### config.mk
export PLATFORM = sky130hd
export DESIGN_NAME = hazard_forwarding_unit_flat
export DESIGN_NICKNAME = d
export VERILOG_FILES = /design/src/rtl/hazard_forwarding_unit_if.sv /design/src/rtl/hazard_forwarding_unit.sv /design/src/flat_wrapper.sv
export SDC_FILE = /design/constraint.sdc
export NUM_CORES = 1
export LEC_CHECK = 0
export ABC_AREA = 1
export CORE_MARGIN = 8
export CORE_UTILIZATION = 42
export DETAILED_ROUTE_END_ITERATION = 10
export GPL_ROUTABILITY_DRIVEN = 0
export HOLD_SLACK_MARGIN = 0.15
export PLACE_DENSITY = 0.77
export SLEW_MARGIN = 10
export SYNTH_ARGS = -nofsm -noshare
export SYNTH_HDL_FRONTEND = slang
export SYNTH_SLANG_ARGS = --single-unit
### constraint.sdc
create_clock -name clk -period 3.3 [get_ports clk]
set_input_delay 0.66 -clock clk [delete_from_list [all_inputs] [get_ports clk]]
set_output_delay 0.66 -clock clk [all_outputs]
set_load 0.01 [all_outputs]
### src/rtl/hazard_forwarding_unit_if.sv
// ============================================================================
// Module  : hazard_forwarding_unit_if
// Brief   : Pipeline-status and hazard-control bundle for the hazard unit.
// Rev     : 1.0  initial release
// ============================================================================
`default_nettype none

interface hazard_forwarding_unit_if #(
    parameter int REG_ADD_WIDTH = 5,
    parameter int FW_BUS_WIDTH  = 2,
    parameter int STAT_WIDTH    = 16
);
    logic                     enable;
    logic                     clear_stats;
    logic [REG_ADD_WIDTH-1:0] dec_rs_add;
    logic [REG_ADD_WIDTH-1:0] dec_rt_add;
    logic                     dec_uses_rs;
    logic                     dec_uses_rt;
    logic                     dec_is_branch;
    logic                     ex_reg_write;
    logic                     ex_mem_read;
    logic [REG_ADD_WIDTH-1:0] ex_rd_add;
    logic                     mem_reg_write;
    logic                     mem_mem_read;
    logic [REG_ADD_WIDTH-1:0] mem_rd_add;
    logic                     wb_reg_write;
    logic [REG_ADD_WIDTH-1:0] wb_rd_add;
    logic [FW_BUS_WIDTH-1:0]  fw_mux_rs_select;
    logic [FW_BUS_WIDTH-1:0]  fw_mux_rt_select;
    logic                     stall;
    logic                     id_ex_flush;
    logic [STAT_WIDTH-1:0]    stall_cycles_total;

    modport master (
        output enable, clear_stats,
        output dec_rs_add, dec_rt_add, dec_uses_rs, dec_uses_rt, dec_is_branch,
        output ex_reg_write, ex_mem_read, ex_rd_add,
        output mem_reg_write, mem_mem_read, mem_rd_add,
        output wb_reg_write, wb_rd_add,
        input  fw_mux_rs_select, fw_mux_rt_select, stall, id_ex_flush, stall_cycles_total
    );

    modport slave (
        input  enable, clear_stats,
        input  dec_rs_add, dec_rt_add, dec_uses_rs, dec_uses_rt, dec_is_branch,
        input  ex_reg_write, ex_mem_read, ex_rd_add,
        input  mem_reg_write, mem_mem_read, mem_rd_add,
        input  wb_reg_write, wb_rd_add,
        output fw_mux_rs_select, fw_mux_rt_select, stall, id_ex_flush, stall_cycles_total
    );
endinterface

`default_nettype wire

### src/rtl/hazard_forwarding_unit.sv
// ============================================================================
// Module  : hazard_forwarding_unit
// Brief   : EX/MEM/WB operand forwarding, load-use/branch stall FSM and a
//           saturating stall-cycle counter for the 5-stage MIPS pipeline.
// Rev     : 1.0  initial release
// ============================================================================
`default_nettype none

module hazard_forwarding_unit #(
    parameter int REG_ADD_WIDTH     = 5,
    parameter int FW_BUS_WIDTH      = 2,
    parameter int LOAD_STALL_CYCLES = 1,
    parameter int STAT_WIDTH        = 16
) (
    input  logic                    clk,
    input  logic                    reset,
    hazard_forwarding_unit_if.slave hz
);

    localparam logic [FW_BUS_WIDTH-1:0] c_SEL_RF  = FW_BUS_WIDTH'(0);
    localparam logic [FW_BUS_WIDTH-1:0] c_SEL_MEM = FW_BUS_WIDTH'(1);
    localparam logic [FW_BUS_WIDTH-1:0] c_SEL_WB  = FW_BUS_WIDTH'(2);
    localparam logic [FW_BUS_WIDTH-1:0] c_SEL_EX  = FW_BUS_WIDTH'(3);
    localparam logic [3:0]              c_LOAD_N  = 4'(LOAD_STALL_CYCLES);
    localparam logic [STAT_WIDTH-1:0]   c_STAT_MAX = '1;

    typedef enum logic [0:0] {
        S_IDLE  = 1'b0,
        S_STALL = 1'b1
    } state_t;

    state_t                r_state;
    state_t                w_state_nxt;
    logic [2:0]            r_cnt;
    logic [2:0]            w_cnt_nxt;
    logic [3:0]            w_need;
    logic                  w_stall;
    logic [STAT_WIDTH-1:0] r_stat;

    // Index 0 handles rs, index 1 handles rt; both share identical rules.
    for (genvar gi = 0; gi < 2; gi++) begin : g_src
        logic [REG_ADD_WIDTH-1:0] w_src;
        logic                     w_uses;
        logic                     w_nonzero;
        logic [FW_BUS_WIDTH-1:0]  w_sel;
        logic [3:0]               w_need;

        assign w_src     = (gi == 0) ? hz.dec_rs_add  : hz.dec_rt_add;
        assign w_uses    = (gi == 0) ? hz.dec_uses_rs : hz.dec_uses_rt;
        assign w_nonzero = (w_src != '0);

        always_comb begin
            w_sel = c_SEL_RF;
            if (reset || !w_nonzero) begin
                w_sel = c_SEL_RF;
            end else if (hz.ex_reg_write && !hz.ex_mem_read && (hz.ex_rd_add == w_src)) begin
                w_sel = c_SEL_EX;
            end else if (hz.mem_reg_write && (hz.mem_rd_add == w_src)) begin
                w_sel = c_SEL_MEM;
            end else if (hz.wb_reg_write && (hz.wb_rd_add == w_src)) begin
                w_sel = c_SEL_WB;
            end
        end

        // The youngest producer decides; an older MEM load is shadowed by EX.
        always_comb begin
            w_need = 4'd0;
            if (w_uses && w_nonzero) begin
                if (hz.ex_mem_read && (hz.ex_rd_add == w_src)) begin
                    w_need = hz.dec_is_branch ? (c_LOAD_N + 4'd1) : c_LOAD_N;
                end else if (hz.ex_reg_write && (hz.ex_rd_add == w_src)) begin
                    w_need = hz.dec_is_branch ? 4'd1 : 4'd0;
                end else if (hz.mem_mem_read && (hz.mem_rd_add == w_src) && hz.dec_is_branch) begin
                    w_need = c_LOAD_N;
                end
            end
        end
    end

    assign w_need = (g_src[0].w_need > g_src[1].w_need) ? g_src[0].w_need : g_src[1].w_need;

    assign hz.fw_mux_rs_select = g_src[0].w_sel;
    assign hz.fw_mux_rt_select = g_src[1].w_sel;

    always_ff @(posedge clk) begin
        if (reset) begin
            r_state <= S_IDLE;
            r_cnt   <= 3'd0;
        end else begin
            r_state <= w_state_nxt;
            r_cnt   <= w_cnt_nxt;
        end
    end

    // The detecting IDLE cycle is itself the first bubble, so STALL covers N-1.
    always_comb begin
        w_state_nxt = r_state;
        w_cnt_nxt   = r_cnt;
        w_stall     = 1'b0;
        case (r_state)
            S_IDLE: begin
                w_stall = (w_need != 4'd0);
                if (hz.enable && (w_need > 4'd1)) begin
                    w_state_nxt = S_STALL;
                    w_cnt_nxt   = 3'(w_need - 4'd1);
                end
            end
            S_STALL: begin
                w_stall = 1'b1;
                if (hz.enable) begin
                    if (r_cnt == 3'd1) begin
                        w_state_nxt = S_IDLE;
                        w_cnt_nxt   = 3'd0;
                    end else begin
                        w_cnt_nxt = r_cnt - 3'd1;
                    end
                end
            end
            default: begin
                w_state_nxt = S_IDLE;
                w_cnt_nxt   = 3'd0;
            end
        endcase
        if (reset) begin
            w_stall = 1'b0;
        end
    end

    assign hz.stall       = w_stall;
    assign hz.id_ex_flush = w_stall;

    always_ff @(posedge clk) begin
        if (reset || hz.clear_stats) begin
            r_stat <= '0;
        end else if (hz.enable && w_stall && (r_stat != c_STAT_MAX)) begin
            r_stat <= r_stat + STAT_WIDTH'(1);
        end
    end

    assign hz.stall_cycles_total = r_stat;

endmodule

`default_nettype wire
### src/flat_wrapper.sv
// flat-port wrapper written by rule: the top's interface ports become plain ports
module hazard_forwarding_unit_flat 
#(
    parameter int REG_ADD_WIDTH     = 5,
    parameter int FW_BUS_WIDTH      = 2,
    parameter int LOAD_STALL_CYCLES = 1,
    parameter int STAT_WIDTH        = 16
)
  (clk, reset, hz_enable, hz_clear_stats, hz_dec_rs_add, hz_dec_rt_add, hz_dec_uses_rs, hz_dec_uses_rt, hz_dec_is_branch, hz_ex_reg_write, hz_ex_mem_read, hz_ex_rd_add, hz_mem_reg_write, hz_mem_mem_read, hz_mem_rd_add, hz_wb_reg_write, hz_wb_rd_add, hz_fw_mux_rs_select, hz_fw_mux_rt_select, hz_stall, hz_id_ex_flush, hz_stall_cycles_total);
  hazard_forwarding_unit_if #(.REG_ADD_WIDTH(REG_ADD_WIDTH), .FW_BUS_WIDTH(FW_BUS_WIDTH), .STAT_WIDTH(STAT_WIDTH)) hz_i ();
  input  logic clk;
  input  logic reset;
  input wire logic [$bits(hz_i.enable)-1:0] hz_enable;
  input wire logic [$bits(hz_i.clear_stats)-1:0] hz_clear_stats;
  input wire logic [$bits(hz_i.dec_rs_add)-1:0] hz_dec_rs_add;
  input wire logic [$bits(hz_i.dec_rt_add)-1:0] hz_dec_rt_add;
  input wire logic [$bits(hz_i.dec_uses_rs)-1:0] hz_dec_uses_rs;
  input wire logic [$bits(hz_i.dec_uses_rt)-1:0] hz_dec_uses_rt;
  input wire logic [$bits(hz_i.dec_is_branch)-1:0] hz_dec_is_branch;
  input wire logic [$bits(hz_i.ex_reg_write)-1:0] hz_ex_reg_write;
  input wire logic [$bits(hz_i.ex_mem_read)-1:0] hz_ex_mem_read;
  input wire logic [$bits(hz_i.ex_rd_add)-1:0] hz_ex_rd_add;
  input wire logic [$bits(hz_i.mem_reg_write)-1:0] hz_mem_reg_write;
  input wire logic [$bits(hz_i.mem_mem_read)-1:0] hz_mem_mem_read;
  input wire logic [$bits(hz_i.mem_rd_add)-1:0] hz_mem_rd_add;
  input wire logic [$bits(hz_i.wb_reg_write)-1:0] hz_wb_reg_write;
  input wire logic [$bits(hz_i.wb_rd_add)-1:0] hz_wb_rd_add;
  output wire logic [$bits(hz_i.fw_mux_rs_select)-1:0] hz_fw_mux_rs_select;
  output wire logic [$bits(hz_i.fw_mux_rt_select)-1:0] hz_fw_mux_rt_select;
  output wire logic [$bits(hz_i.stall)-1:0] hz_stall;
  output wire logic [$bits(hz_i.id_ex_flush)-1:0] hz_id_ex_flush;
  output wire logic [$bits(hz_i.stall_cycles_total)-1:0] hz_stall_cycles_total;
  assign hz_i.enable = hz_enable;
  assign hz_i.clear_stats = hz_clear_stats;
  assign hz_i.dec_rs_add = hz_dec_rs_add;
  assign hz_i.dec_rt_add = hz_dec_rt_add;
  assign hz_i.dec_uses_rs = hz_dec_uses_rs;
  assign hz_i.dec_uses_rt = hz_dec_uses_rt;
  assign hz_i.dec_is_branch = hz_dec_is_branch;
  assign hz_i.ex_reg_write = hz_ex_reg_write;
  assign hz_i.ex_mem_read = hz_ex_mem_read;
  assign hz_i.ex_rd_add = hz_ex_rd_add;
  assign hz_i.mem_reg_write = hz_mem_reg_write;
  assign hz_i.mem_mem_read = hz_mem_mem_read;
  assign hz_i.mem_rd_add = hz_mem_rd_add;
  assign hz_i.wb_reg_write = hz_wb_reg_write;
  assign hz_i.wb_rd_add = hz_wb_rd_add;
  assign hz_fw_mux_rs_select = hz_i.fw_mux_rs_select;
  assign hz_fw_mux_rt_select = hz_i.fw_mux_rt_select;
  assign hz_stall = hz_i.stall;
  assign hz_id_ex_flush = hz_i.id_ex_flush;
  assign hz_stall_cycles_total = hz_i.stall_cycles_total;
  hazard_forwarding_unit #(.REG_ADD_WIDTH(REG_ADD_WIDTH), .FW_BUS_WIDTH(FW_BUS_WIDTH), .LOAD_STALL_CYCLES(LOAD_STALL_CYCLES), .STAT_WIDTH(STAT_WIDTH)) u_core (.clk(clk), .reset(reset), .hz(hz_i));
endmodule
==> impl_results.md <==
* Pre-antenna DRT Iters at 4
* Share of cells above drive strength 1 at 0.371
* Worst min path class: reg -> reg
* Critical path launch point type: input port
* Max rail drop VDD at 139 uV
* Clock root buffer: clkbuf_8
* Routed vias at 2386
* PortBufs at 58
* Placed cell count at 444
* Pwr Total at 0.000713 W
* Cell Area, Synth at 0.00184 sq mm
* PwrDens at 228 mW/mm^2
* Worst-Margin Slew at 0.523 ns
* Via density per instance at 5.11
* Initial Utilization at 0.429
* DIE HEIGHT at 82.2 um
* Total core area at 0.00429 sq mm
* Die width at 82.2 um
* Die area at 0.00676 sq mm
* Final setup fails at 18
* Final Max Slew Viols at 0
* Fin util at 0.728
* Mapped Cells at 308
* Synth Register Bits at 20
* Fin crit period at 3.52 ns
* Clk_skew at 0.0114 ns
* Worst setup margin at -0.220 ns
* Worst reg2reg path depth at 10
* Final WL at 6920 um
* Total CTS buffers at 3
* Skew-Pair Late Insertion Delay at 0.27 ns
* Worst Hold Depth at 2
* Filler cells at 342
* Grt total ovfl at 0
* Finished Layout Cells at 467
* First-pass GRT wire length at 10300 um
* Remaining antenna violation count after routing at 0
* # nets final at 460
* DRC violations left at 0
* Drt initial violations at 101
* Reg clk slew, reported paths at 0.09 ns
* Synth warn at 0
* Yosys cell types at 31
* Net Count, Synth at 352
* GRT Util Overall at 0.190
* IO Count at 59
* Final Cycle Share at 1.07
* Sequential area share after synthesis at 0.217
* Number of diodes at 0
* Crit-path max FO at 4
* RSZ-0062 raised after global routing: true
* Clk sinks at 20
* Leakage at 1.45 nW
* CTS tree: built
* Rel. slew slack at 0.649
* Async set-reset flop share out of synthesis at 0
* Hold-fix buffers at CTS at 0
* Area of the multi-input gates at 0.00146 sq mm
* DPL Wire Length at 4670 um
* Vias in the first global route at 2365
* Synthesized area per cell at 5.98 sq um
* FMAX at 284 MHz
* Register Area at 400 sq um
* Clk buf depth at 2
* Crit. End Element: primary output
* Failing checks: setup timing
* Most used flip-flop cell after synthesis: dfxtp_1
* Critical path class: in -> out
* Final hold violation count at 0
* Area growth, synth to finish at 69.5%
* Largest net degree at the start of global routing at 16
* # rows at 24
* Worst EP required at 2.64 ns
* Initial antenna violation count at 0
* Max cap viols at 0
* Wire length per cell at 14.8 um
* Status: complete, but fails checks
* CP arrival at 2.86 ns
* Post-synth EDFFs at 0
* H-tree levels at 1
[cells in the final DEF (no fill, tap or decap), types with 4 or more instances in the layout]
cell type        count
clkdlybuf4s50_1     29
buf_2               11
nand4_1             11
buf_4               43
nand2_2             18
nor3_1               8
a211oi_1             4
buf_6                8
inv_2               14
inv_1               44
nand3_1              9
dfxtp_1             20
nor2_4               6
ha_1                 4
nand3_2              5
a21oi_1             18
o21ai_0              8
nand2_1             66
nor2_2              12
o21ai_1              7
clkbuf_2             5
nor2_1              14
[flip-flops by register name, summed over array words and instances (netlist names)]
register,cells
u_core.r_state,1
u_core.hz.stall_cycles_total,16
u_core.r_cnt,3
[synth_stat cells, types with 2 or more instances]
library cell | n | area [sq um]
o21ai_0 | 15 | 75.1
nand4_1 | 11 | 68.8
o2111ai_1 | 3 | 26.3
xor2_1 | 5 | 43.8
nand2_1 | 83 | 312
a211oi_1 | 4 | 30.0
nor2_2 | 4 | 25.0
ha_1 | 7 | 87.6
dfxtp_1 | 20 | 400
or2_2 | 3 | 18.8
inv_1 | 61 | 229
nor3_1 | 9 | 45.0
nor2_1 | 27 | 101
and2_1 | 2 | 12.5
xnor2_1 | 6 | 52.6
a21oi_1 | 19 | 95.1
nand3_1 | 15 | 75.1
[per-stage QoR]
step	setup TNS, ns	area (sq um)	setup slack [ns]	hold WS, ns
2_1_floorplan	0	1850	0.0638	0.461
3_3_place_gp	-15.03	2690	-1.02	0.470
3_5_place_dp	-16.34	2690	-1.08	0.484
4_1_cts	-0.931	2970	-0.147	0.501
5_1_grt	-4.91	3120	-0.382	0.534
6_report	-2.18	3120	-0.220	0.497
[cell families (layout without fill, tap and decap cells)]
group / Yosys count / after routing / synth area share
xor+xnor: 11 / 11 / 0.0523
simple gates: 162 / 162 / 0.414
buf+inv: 63 / 170 / 0.130
compound gates: 45 / 45 / 0.139
flops: 20 / 20 / 0.217
fa+ha+maj: 7 / 7 / 0.0475
[final cells by class]
type / count / share of cell area
repair buffers: 105 / 0.286
flip-flops and latches: 20 / 0.128
clock buffers: 3 / 0.0132
multi-input cells: 225 / 0.466
inverters: 61 / 0.0765
clock inverters: 1 / 0.00961
well taps: 52 / 0.0208
[report_power, final]
group / total, W / internal [W] / switching [W] / leakage [nW]
clock network: 0.000251 / 0.000162 / 0.0000888 / 0.0357
logic: 0.000220 / 0.000110 / 0.000110 / 1.25
registers: 0.000242 / 0.000242 / 0.000000562 / 0.161
total: 0.000713 / 0.000514 / 0.000199 / 1.45
[final timing paths]
path | end | slack [ns] | start
worst max-delay path | hz_stall | -0.22 | hz_dec_rs_add[2]
worst min-delay path | u_core.hz.stall_cycles_total[15] | 0.50 | u_core.hz.stall_cycles_total[15]
worst max register to register | u_core.hz.stall_cycles_total[14] | 1.49 | u_core.hz.stall_cycles_total[1]
worst min register to register | u_core.hz.stall_cycles_total[15] | 0.50 | u_core.hz.stall_cycles_total[15]
[per-layer routing]
layer | global-route usage | vias up | share of wire
met1 | 0.196 | 1088 | 0.38
li1 | - | 1200 | -
met2 | 0.373 | 85 | 0.54
met5 | 0 | - | 0
met4 | 0.0579 | 0 | 0.016
met3 | 0.0357 | 13 | 0.066
[critical path: stages]
cell     delay (ns)
buf_2          0.12
inv_2          0.05
nand2_1        0.07
nand2_2        0.07
nor2_2         0.16
nand2_1        0.11
nor2_2         0.17
nand2_1        0.09
nand2_2        0.09
nand2_2        0.07
ha_4           0.27
nand2_2        0.05
o21a_1         0.12
inv_1          0.07
nand3_2        0.07
and2_4         0.15
ha_4           0.15
inv_2          0.04
nor2_2         0.04
nor2_2         0.09
buf_2          0.14
[repair_timing]
item	in CTS	in global routing
buffers inserted	13	6
pin swaps	39	33
gates resized for setup	142	56
hold endpoints to repair	0	0
endpoints found under the setup margin	22	21
Power figures use the tool's default switching activity.
